$ cat src/rtl/vme_cmd_executor_if.sv
// Command-file handshake and A24/D16 VME master bus bundle for vme_cmd_executor.
// The master modport is the executor; the slave modport is the command producer plus VME slave.
interface vme_cmd_executor_if;
  logic        vme_cmd_rd;
  logic        start;
  logic [31:0] vme_cmd_reg;
  logic [31:0] vme_dat_reg_in;
  logic [31:0] vme_dat_reg_out;
  logic        vme_dat_wr;
  logic [22:0] vme_addr;
  logic        vme_write_n;
  logic        vme_as_n;
  logic        vme_ds_n;
  logic [15:0] vme_data_out;
  logic        vme_data_oe;
  logic [15:0] vme_data_in;
  logic        vme_dtack_n;
  logic [15:0] err_cnt;

  modport master (
    output vme_cmd_rd, vme_dat_reg_out, vme_dat_wr,
    output vme_addr, vme_write_n, vme_as_n, vme_ds_n, vme_data_out, vme_data_oe, err_cnt,
    input  start, vme_cmd_reg, vme_dat_reg_in, vme_data_in, vme_dtack_n
  );

  modport slave (
    input  vme_cmd_rd, vme_dat_reg_out, vme_dat_wr,
    input  vme_addr, vme_write_n, vme_as_n, vme_ds_n, vme_data_out, vme_data_oe, err_cnt,
    output start, vme_cmd_reg, vme_dat_reg_in, vme_data_in, vme_dtack_n
  );
endinterface

$ cat src/rtl/vme_cmd_executor.sv
// Pulls one command per transaction and runs it as an A24/D16 VME master cycle; optional VME_EXEC_ERRCNT_EN counts aborts.
// Latency: REQ to vme_dat_wr = 3 + ADDR_SETUP + DTACK delay + 2 sync + release wait + 1 clocks.
// Backpressure: one command outstanding; the next vme_cmd_rd is issued only after REPORT or the idle gap.
module vme_cmd_executor #(
  parameter int ADDR_SETUP    = 2,
  parameter int DTACK_TIMEOUT = 255,
  parameter int POLL_GAP      = 4
) (
  input logic               clk,
  input logic               rst_n,
  vme_cmd_executor_if.master bus
);

  typedef enum logic [3:0] {
    S_REQ, S_CAPWAIT, S_DECODE, S_GAP, S_ADDR, S_DS, S_RELEASE, S_ABORT, S_REPORT
  } state_t;

  localparam logic [7:0] GAP_LAST   = 8'(POLL_GAP - 1);
  localparam logic [7:0] SETUP_LAST = 8'(ADDR_SETUP - 1);
  localparam logic [7:0] TO_LAST    = 8'(DTACK_TIMEOUT - 1);

  state_t      state, next;
  logic [7:0]  cnt;
  logic        dtack_meta, dtack_s;
  logic        rd_q, aborted;
  logic [15:0] rdata;
  logic        unused_bits;

  assign unused_bits = ^{bus.vme_cmd_reg[31:26], bus.vme_cmd_reg[24], bus.vme_cmd_reg[0],
                         bus.vme_dat_reg_in[31:16]};

  // DTACK is asynchronous to clk; only dtack_s is used by the FSM
  always_ff @(posedge clk or negedge rst_n) begin
    if (!rst_n) begin
      dtack_meta <= 1'b1;
      dtack_s    <= 1'b1;
    end else begin
      dtack_meta <= bus.vme_dtack_n;
      dtack_s    <= dtack_meta;
    end
  end

  always_ff @(posedge clk or negedge rst_n) begin
    if (!rst_n) state <= S_REQ;
    else        state <= next;
  end

  always_comb begin
    next = state;
    case (state)
      S_REQ:     next = S_CAPWAIT;
      S_CAPWAIT: next = S_DECODE;
      S_DECODE:  next = bus.start ? S_ADDR : S_GAP;
      S_GAP:     if (cnt == GAP_LAST) next = S_REQ;
      S_ADDR:    if (cnt == SETUP_LAST) next = S_DS;
      S_DS: begin
        if (!dtack_s)            next = S_RELEASE;
        else if (cnt == TO_LAST) next = S_ABORT;
      end
      S_RELEASE: begin
        if (dtack_s)             next = S_REPORT;
        else if (cnt == TO_LAST) next = S_ABORT;
      end
      S_ABORT:   next = S_REPORT;
      S_REPORT:  next = S_REQ;
      default:   next = S_REQ;
    endcase
  end

  // Shared timer: cleared on every state change, so each wait gets a fresh count
  always_ff @(posedge clk or negedge rst_n) begin
    if (!rst_n)             cnt <= 8'd0;
    else if (next != state) cnt <= 8'd0;
    else                    cnt <= cnt + 8'd1;
  end

  always_ff @(posedge clk or negedge rst_n) begin
    if (!rst_n) begin
      bus.vme_cmd_rd      <= 1'b0;
      bus.vme_dat_wr      <= 1'b0;
      bus.vme_dat_reg_out <= 32'h0;
      bus.vme_addr        <= 23'h0;
      bus.vme_write_n     <= 1'b1;
      bus.vme_as_n        <= 1'b1;
      bus.vme_ds_n        <= 1'b1;
      bus.vme_data_out    <= 16'h0;
      bus.vme_data_oe     <= 1'b0;
      rd_q                <= 1'b0;
      aborted             <= 1'b0;
      rdata               <= 16'h0;
    end else begin
      bus.vme_cmd_rd <= (state == S_REQ);
      bus.vme_dat_wr <= (state == S_REPORT);
      if (state == S_DECODE && bus.start) begin
        rd_q             <= bus.vme_cmd_reg[25];
        aborted          <= 1'b0;
        bus.vme_addr     <= bus.vme_cmd_reg[23:1];
        bus.vme_write_n  <= bus.vme_cmd_reg[25];
        bus.vme_as_n     <= 1'b0;
        bus.vme_data_out <= bus.vme_cmd_reg[25] ? 16'h0 : bus.vme_dat_reg_in[15:0];
        bus.vme_data_oe  <= !bus.vme_cmd_reg[25];
      end
      if (state == S_ADDR && next == S_DS)
        bus.vme_ds_n <= 1'b0;
      if (state == S_DS && next == S_RELEASE && rd_q)
        rdata <= bus.vme_data_in;
      // Strobes drop on the same edge that DTACK is seen or the timeout fires
      if ((state == S_DS && next == S_RELEASE) || (state != S_ABORT && next == S_ABORT)) begin
        bus.vme_as_n    <= 1'b1;
        bus.vme_ds_n    <= 1'b1;
        bus.vme_data_oe <= 1'b0;
      end
      if (next == S_ABORT)
        aborted <= 1'b1;
      if (state == S_REPORT)
        bus.vme_dat_reg_out <= aborted ? 32'hDEADDEAD : (rd_q ? {16'h0, rdata} : 32'h0);
    end
  end

`ifdef VME_EXEC_ERRCNT_EN
  logic [15:0] err_q;

  always_ff @(posedge clk or negedge rst_n) begin
    if (!rst_n)
      err_q <= 16'h0;
    else if (state != S_ABORT && next == S_ABORT && err_q != 16'hFFFF)
      err_q <= err_q + 16'h1;
  end

  assign bus.err_cnt = err_q;
`else
  assign bus.err_cnt = 16'h0;
`endif

endmodule

$ cat src/flat_wrapper.sv
// flat-port wrapper written by rule: the top's interface ports become plain ports
module vme_cmd_executor_flat 
#(
  parameter int ADDR_SETUP    = 2,
  parameter int DTACK_TIMEOUT = 255,
  parameter int POLL_GAP      = 4
)
  (clk, rst_n, bus_vme_cmd_rd, bus_vme_dat_reg_out, bus_vme_dat_wr, bus_vme_addr, bus_vme_write_n, bus_vme_as_n, bus_vme_ds_n, bus_vme_data_out, bus_vme_data_oe, bus_err_cnt, bus_start, bus_vme_cmd_reg, bus_vme_dat_reg_in, bus_vme_data_in, bus_vme_dtack_n);
  vme_cmd_executor_if bus_i ();
  input logic clk;
  input logic rst_n;
  output wire logic [$bits(bus_i.vme_cmd_rd)-1:0] bus_vme_cmd_rd;
  output wire logic [$bits(bus_i.vme_dat_reg_out)-1:0] bus_vme_dat_reg_out;
  output wire logic [$bits(bus_i.vme_dat_wr)-1:0] bus_vme_dat_wr;
  output wire logic [$bits(bus_i.vme_addr)-1:0] bus_vme_addr;
  output wire logic [$bits(bus_i.vme_write_n)-1:0] bus_vme_write_n;
  output wire logic [$bits(bus_i.vme_as_n)-1:0] bus_vme_as_n;
  output wire logic [$bits(bus_i.vme_ds_n)-1:0] bus_vme_ds_n;
  output wire logic [$bits(bus_i.vme_data_out)-1:0] bus_vme_data_out;
  output wire logic [$bits(bus_i.vme_data_oe)-1:0] bus_vme_data_oe;
  output wire logic [$bits(bus_i.err_cnt)-1:0] bus_err_cnt;
  input wire logic [$bits(bus_i.start)-1:0] bus_start;
  input wire logic [$bits(bus_i.vme_cmd_reg)-1:0] bus_vme_cmd_reg;
  input wire logic [$bits(bus_i.vme_dat_reg_in)-1:0] bus_vme_dat_reg_in;
  input wire logic [$bits(bus_i.vme_data_in)-1:0] bus_vme_data_in;
  input wire logic [$bits(bus_i.vme_dtack_n)-1:0] bus_vme_dtack_n;
  assign bus_vme_cmd_rd = bus_i.vme_cmd_rd;
  assign bus_vme_dat_reg_out = bus_i.vme_dat_reg_out;
  assign bus_vme_dat_wr = bus_i.vme_dat_wr;
  assign bus_vme_addr = bus_i.vme_addr;
  assign bus_vme_write_n = bus_i.vme_write_n;
  assign bus_vme_as_n = bus_i.vme_as_n;
  assign bus_vme_ds_n = bus_i.vme_ds_n;
  assign bus_vme_data_out = bus_i.vme_data_out;
  assign bus_vme_data_oe = bus_i.vme_data_oe;
  assign bus_err_cnt = bus_i.err_cnt;
  assign bus_i.start = bus_start;
  assign bus_i.vme_cmd_reg = bus_vme_cmd_reg;
  assign bus_i.vme_dat_reg_in = bus_vme_dat_reg_in;
  assign bus_i.vme_data_in = bus_vme_data_in;
  assign bus_i.vme_dtack_n = bus_vme_dtack_n;
  vme_cmd_executor #(.ADDR_SETUP(ADDR_SETUP), .DTACK_TIMEOUT(DTACK_TIMEOUT), .POLL_GAP(POLL_GAP)) u_core (.clk(clk), .rst_n(rst_n), .bus(bus_i));
endmodule
$ cat config.mk
export PLATFORM = sky130hd
export DESIGN_NAME = vme_cmd_executor_flat
export DESIGN_NICKNAME = d
export VERILOG_FILES = /design/src/rtl/vme_cmd_executor_if.sv /design/src/rtl/vme_cmd_executor.sv /design/src/flat_wrapper.sv
export SDC_FILE = /design/constraint.sdc
export NUM_CORES = 1
export LEC_CHECK = 0
export CAP_MARGIN = 40
export CORE_MARGIN = 3
export CORE_UTILIZATION = 38
export CTS_CLUSTER_SIZE = 25
export DETAILED_ROUTE_END_ITERATION = 7
export PLACE_DENSITY = 0.76
export SYNTH_ARGS = -nofsm -noshare
export SYNTH_HDL_FRONTEND = slang
export SYNTH_SLANG_ARGS = --single-unit
$ cat constraint.sdc
create_clock -name clk -period 2.5 [get_ports clk]
set_input_delay 0.375 -clock clk [delete_from_list [all_inputs] [get_ports clk]]
set_output_delay 0.375 -clock clk [all_outputs]
set_load 0.005 [all_outputs]
### Word level (Yosys, flattened, before mapping)

Index checks and enable logic that the tools add are counted.

* logic and storage cells: 62
* register bits: 109

* muxes and demuxes: 18
* reductions and logical operators: 11
* add/subtract/negate cells: 1
* equality and inequality tests: 16

Operator list (number)
* $mux 16: 2
* $mux 32: 1
* $pmux 4 s8: 1
* $eq 4x3->1 const B: 7
* $mux 4: 5
* $add 8x1->8 const B: 1
* $eq 4x2->1 const B: 2
* $eq 8x1->1 const B: 1
* $eq 8x2->1 const B: 1
* $eq 8x8->1 const B: 1
* $mux 8: 1
* $mux 1: 7
* $reduce_bool 2->1: 3
* $logic_and 1x1->1: 5
* $eq 4x1->1 const B: 1
* $eq 4x4->1 const B: 1
* $logic_not 4->1: 1
* $ne 4x3->1 const B: 1
* $ne 4x4->1: 1
* $mux 3: 1
* $logic_not 1->1: 1
* $logic_or 1x1->1: 1

### Longest topological paths before layout

Gate-level depths: netlist of the first run.

* depth after elaboration: 8
* mapped depth: 7
* gate-level depth less buffers: 7

### Worst setup path after synthesis of the first run

OpenSTA, ideal clock, no wires.

* path type: reg-to-reg
* from: register u_core.cnt[2]
* to: register u_core.cnt[2]
* data arrival time: 2270 ps
* stages on the path, launching flop included: 6
* path slack: 85 ps
* clock period less this slack: 2415 ps
* data required time: 2355 ps
* setup time: 145 ps
* buffers on the path: 0
* path through: dfrtp_1 > or4_4 > or4_4 > a222oi_1 > xnor2_1 > nor3_1

* cells in the longest elaborated chain, start to end: 6
* elaborated cells between the ends (all ways): 12

Ends and longest elaborated chain
* from (decl): line vme_cmd_executor.sv:23 `logic [7:0] cnt;`
* from (signal assigned): line vme_cmd_executor.sv:74 `else cnt <= cnt + 8'd1;`
* $eq 8x8->1: line vme_cmd_executor.sv:58, vme_cmd_executor.sv:62
* $mux 4: line vme_cmd_executor.sv:58, vme_cmd_executor.sv:62
* $mux 4 (on tied branches): line vme_cmd_executor.sv:61, vme_cmd_executor.sv:57
* $pmux 4 s8: line vme_cmd_executor.sv:50 `case (state)`
* $ne 4x4->1: line vme_cmd_executor.sv:73 `else if (next != state) cnt <= 8'd0;`
* $mux 8 (*): line vme_cmd_executor.sv:73

Every way passes the cells marked *; elsewhere a longest branch is shown, timed or not.
A chain may end at the register's enable or synchronous reset.

### Final worst setup path of the first run

Ends and elaborated chain as after synthesis.

==> results of run 1 <==
[state kept, by name, indices dropped and copies added (netlist names)]
register	flops
u_core.aborted	1
u_core.bus.vme_addr	23
u_core.bus.vme_as_n	1
u_core.bus.vme_cmd_rd	1
u_core.bus.vme_dat_reg_out	17
u_core.bus.vme_dat_wr	1
u_core.bus.vme_data_oe	1
u_core.bus.vme_data_out	16
u_core.bus.vme_ds_n	1
u_core.bus.vme_write_n	1
u_core.cnt	8
u_core.dtack_meta	1
u_core.dtack_s	1
u_core.rd_q	1
u_core.rdata	16
u_core.state	4
[synthesized netlist by cell type, types with 2 or more instances]
library cell / number
dfrtp_1: 89
nand2_1: 43
mux2_2: 42
o21ai_0: 34
buf_4: 33
nand2b_1: 18
clkbuf_1: 15
a21oi_1: 13
nor3_1: 12
inv_1: 8
nand3_1: 7
nor2_1: 6
dfstp_2: 5
xnor2_1: 5
and3_1: 3
ha_1: 3
nor2b_1: 3
a211o_1: 2
nor4_1: 2
o31ai_1: 2
or3b_2: 2
or4_4: 2
xor2_1: 2
[cells by family after synthesis]
kind of cell    after synthesis  share of synthesized area, %
compound gates               61                          8.52
xor+xnor                      7                          1.49
fa+ha+maj                     3                         0.909
buf+inv                      57                          8.21
flops                        94                          57.1
mux                          42                          11.5
other cells                   1                        0.0908
simple gates                101                          12.2
[layout make-up]
type	instances	area share, %
timing repair buffer	142	24.9
tap	136	3.01
inverter	8	0.532
sequential	94	41.8
multi-input combinational	235	26.9
clock inverter	1	0.133
clock buffer	15	2.77
[through the flow]
| stage | hold slack [ns] | worst slack (ns) |
|---|---|---|
| global placement | 0.347 | 0.0121 |
| finish | -0.00487 | 0.0843 |
| floorplan | 0.0794 | 0.0851 |
| CTS | 0.0143 | 0.0763 |
| global route | 0.0169 | -0.0395 |
| detailed placement | 0.355 | -0.0430 |
[metal layers]
metal	GRT usage [%]	wire, um	vias to the layer above
met2	24.7	4380	117
met4	3.69	115	0
met3	7.28	876	13
met1	18.6	3700	1452
li1	-	-	1439
met5	0	0	-
[final timing paths]
check                      depth (start not counted)                                        end                        start  slack, ns
max                                                6                    u_core.cnt[2]$_DFF_PN0_      u_core.cnt[2]$_DFF_PN0_       0.08
min in group clk                                   0                   u_core.dtack_s$_DFF_PN1_  u_core.dtack_meta$_DFF_PN1_       0.37
max in group asynchronous                          2  u_core.bus.vme_dat_reg_out[5]$_DFFE_PN0P_                        rst_n       1.83
min                                                1                  u_core.state[3]$_DFF_PN0_                        rst_n     -0.005
max reg2reg                                        6                    u_core.cnt[2]$_DFF_PN0_      u_core.cnt[2]$_DFF_PN0_       0.08
min reg2reg                                        0                   u_core.dtack_s$_DFF_PN1_  u_core.dtack_meta$_DFF_PN1_       0.37
[where the power goes]
group | switching [uW] | internal [uW]
Sequential | 457 | 2190
Clock | 490 | 392
Combinational | 944 | 1610
[repair_timing]
| action | in CTS | in global routing |
|---|---|---|
| resized for setup | 1 | 0 |
| pin swaps | 1 | 0 |
| setup endpoints to repair | 8 | 4 |
| setup buffers | 1 | 0 |
| hold buffers | 0 | 0 |
==> impl_metrics.toml, run 1 <==
[yosys]
async_flop_share_pct = 100
synthFlopType = "dfrtp_1"
synthDistinctLibCells = 38
yosys_warnings = 0
ys_ff_latch = 94
synthTopCellsByArea = "dfrtp_1 54%, mux2_2 11%, buf_4 6.0%, o21ai_0 4.1%, nand2_1 3.9%"
synth_top_area_share_pct = 54.0
ys_seq_area_share_pct = 57.1
syn-cell-area_um2 = 4130
synth_edf_count = 0
yosys.area.top_type = "dfrtp_1"
syn_avg_cell_area_um2 = 11.3
synth_cells = 366

[drt]
vias = 3021
detail_route.iter0.violations = 109
ant_nets = 0
routed_wl_um = 9060
vias_per_cell = 4.79
drtPass1Iterations = 4
wire_per_inst_um = 14.4
drc = 0

[hold_path]
hold_class = "in2async"

[power]
p_leak_uw = 0.00243
total_power_uw = 6080
ir_drop_v = 0.000635
p_per_area_nw_per_um2 = 1080

[clocking]
htreeDepth = 3
cts-buffers-inserted = 9
cts_root_buf = "clkbuf_8"
clockBufferDepth = 2
worstSkewPairLatency_ns = 0.36
clock-sinks = 94
cts_tree = "yes"
path_clk_slew_ns = 0.08

[finish]
fin_util_pct = 53.9
fill_cells = 941
most-common-layout-cells = "130 x clkdlybuf4s50_1, 89 x dfrtp_1, 43 x nand2_1"
instances_no_fill = 631
drive_gt1_share_pct = 16.2
final-seq-area_um2 = 2360
finalInstanceArea_um2 = 5640
syn2layout_area_growth_pct = 36.7
final_nets = 577
antenna_cells = 0
multi_input_area_um2 = 1520
final_common_cell = "clkdlybuf4s50_1"

[grt]
overflow = 0
antenna_found_initial = 0
grt_pass1_wl_um = 14300
grt_max_degree = 52
first_global_vias = 2892
track_usage_pct = 15.3

[setup_path]
crit_top_cell = "or4_4"
path_cells = "or4_4, or4_4, a222oi_1, buf_4, xnor2_2, nor3_1"
cp_data_arrival_time_ns = 2.68
crit_required_ns = 2.77
crit_family = "simple AND/OR/NAND/NOR gates"
worstSetupEndpointType = "register"
path_class = "reg2reg"
cp_max_fo = 8
crit_buf_inv = 1
startpoint_type = "register"
slowest_stage = "or4_4"
slowest_delay_ns = 0.55

[sta]
rsz0062_at_grt = "true"
slew_viol_final = 0
skew_ns = 0.00709
setup_viol = 0
worstMarginPinSlew_ns = 0.601
whs_ns = -0.00487
fmax_mhz = 414
setup_tns_ns = 0
hold_violations = 3
fin_crit_sh_pct = 96.6
fin_crit_ns = 2.42
relSlewSlack_pct = 59.8

[placement]
gp_congestion = 0.840
dpl_cell_area_um2 = 5470
port_buffers = 131
dp_cells = 614
hpwl_um = 6600

[die]
num_rows = 37
die_w_um = 110
start_util_pct = 39.5
design.core.area_um2 = 10500
die_h_um = 110
num_io_pins = 177
design.die.area_um2 = 12100

[run_status]
violations = "negative hold slack"
outcome = "finished, violations left"

[job]
maxCapViolCount = 0
(Power assumes the default switching activity.)
==> run 2: changes to the inputs <==
--- a/config.mk
+++ b/config.mk
@@ -5,7 +5,7 @@
 export SDC_FILE = /design/constraint.sdc
 export NUM_CORES = 1
 export LEC_CHECK = 0
-export CAP_MARGIN = 40
+export CAP_MARGIN = 15
 export CORE_MARGIN = 3
 export CORE_UTILIZATION = 38
 export CTS_CLUSTER_SIZE = 25
==> results of run 2 <==
The final DEF is identical to that of run 1; final timing and power are the same.
==> run 3: changes to the inputs <==
--- a/config.mk
+++ b/config.mk
@@ -11,6 +11,7 @@
 export CTS_CLUSTER_SIZE = 25
 export DETAILED_ROUTE_END_ITERATION = 7
 export PLACE_DENSITY = 0.76
+export SKIP_LAST_GASP = 1
 export SYNTH_ARGS = -nofsm -noshare
 export SYNTH_HDL_FRONTEND = slang
 export SYNTH_SLANG_ARGS = --single-unit
==> results of run 3 <==
The final DEF is identical to that of run 1; final timing and power are the same.
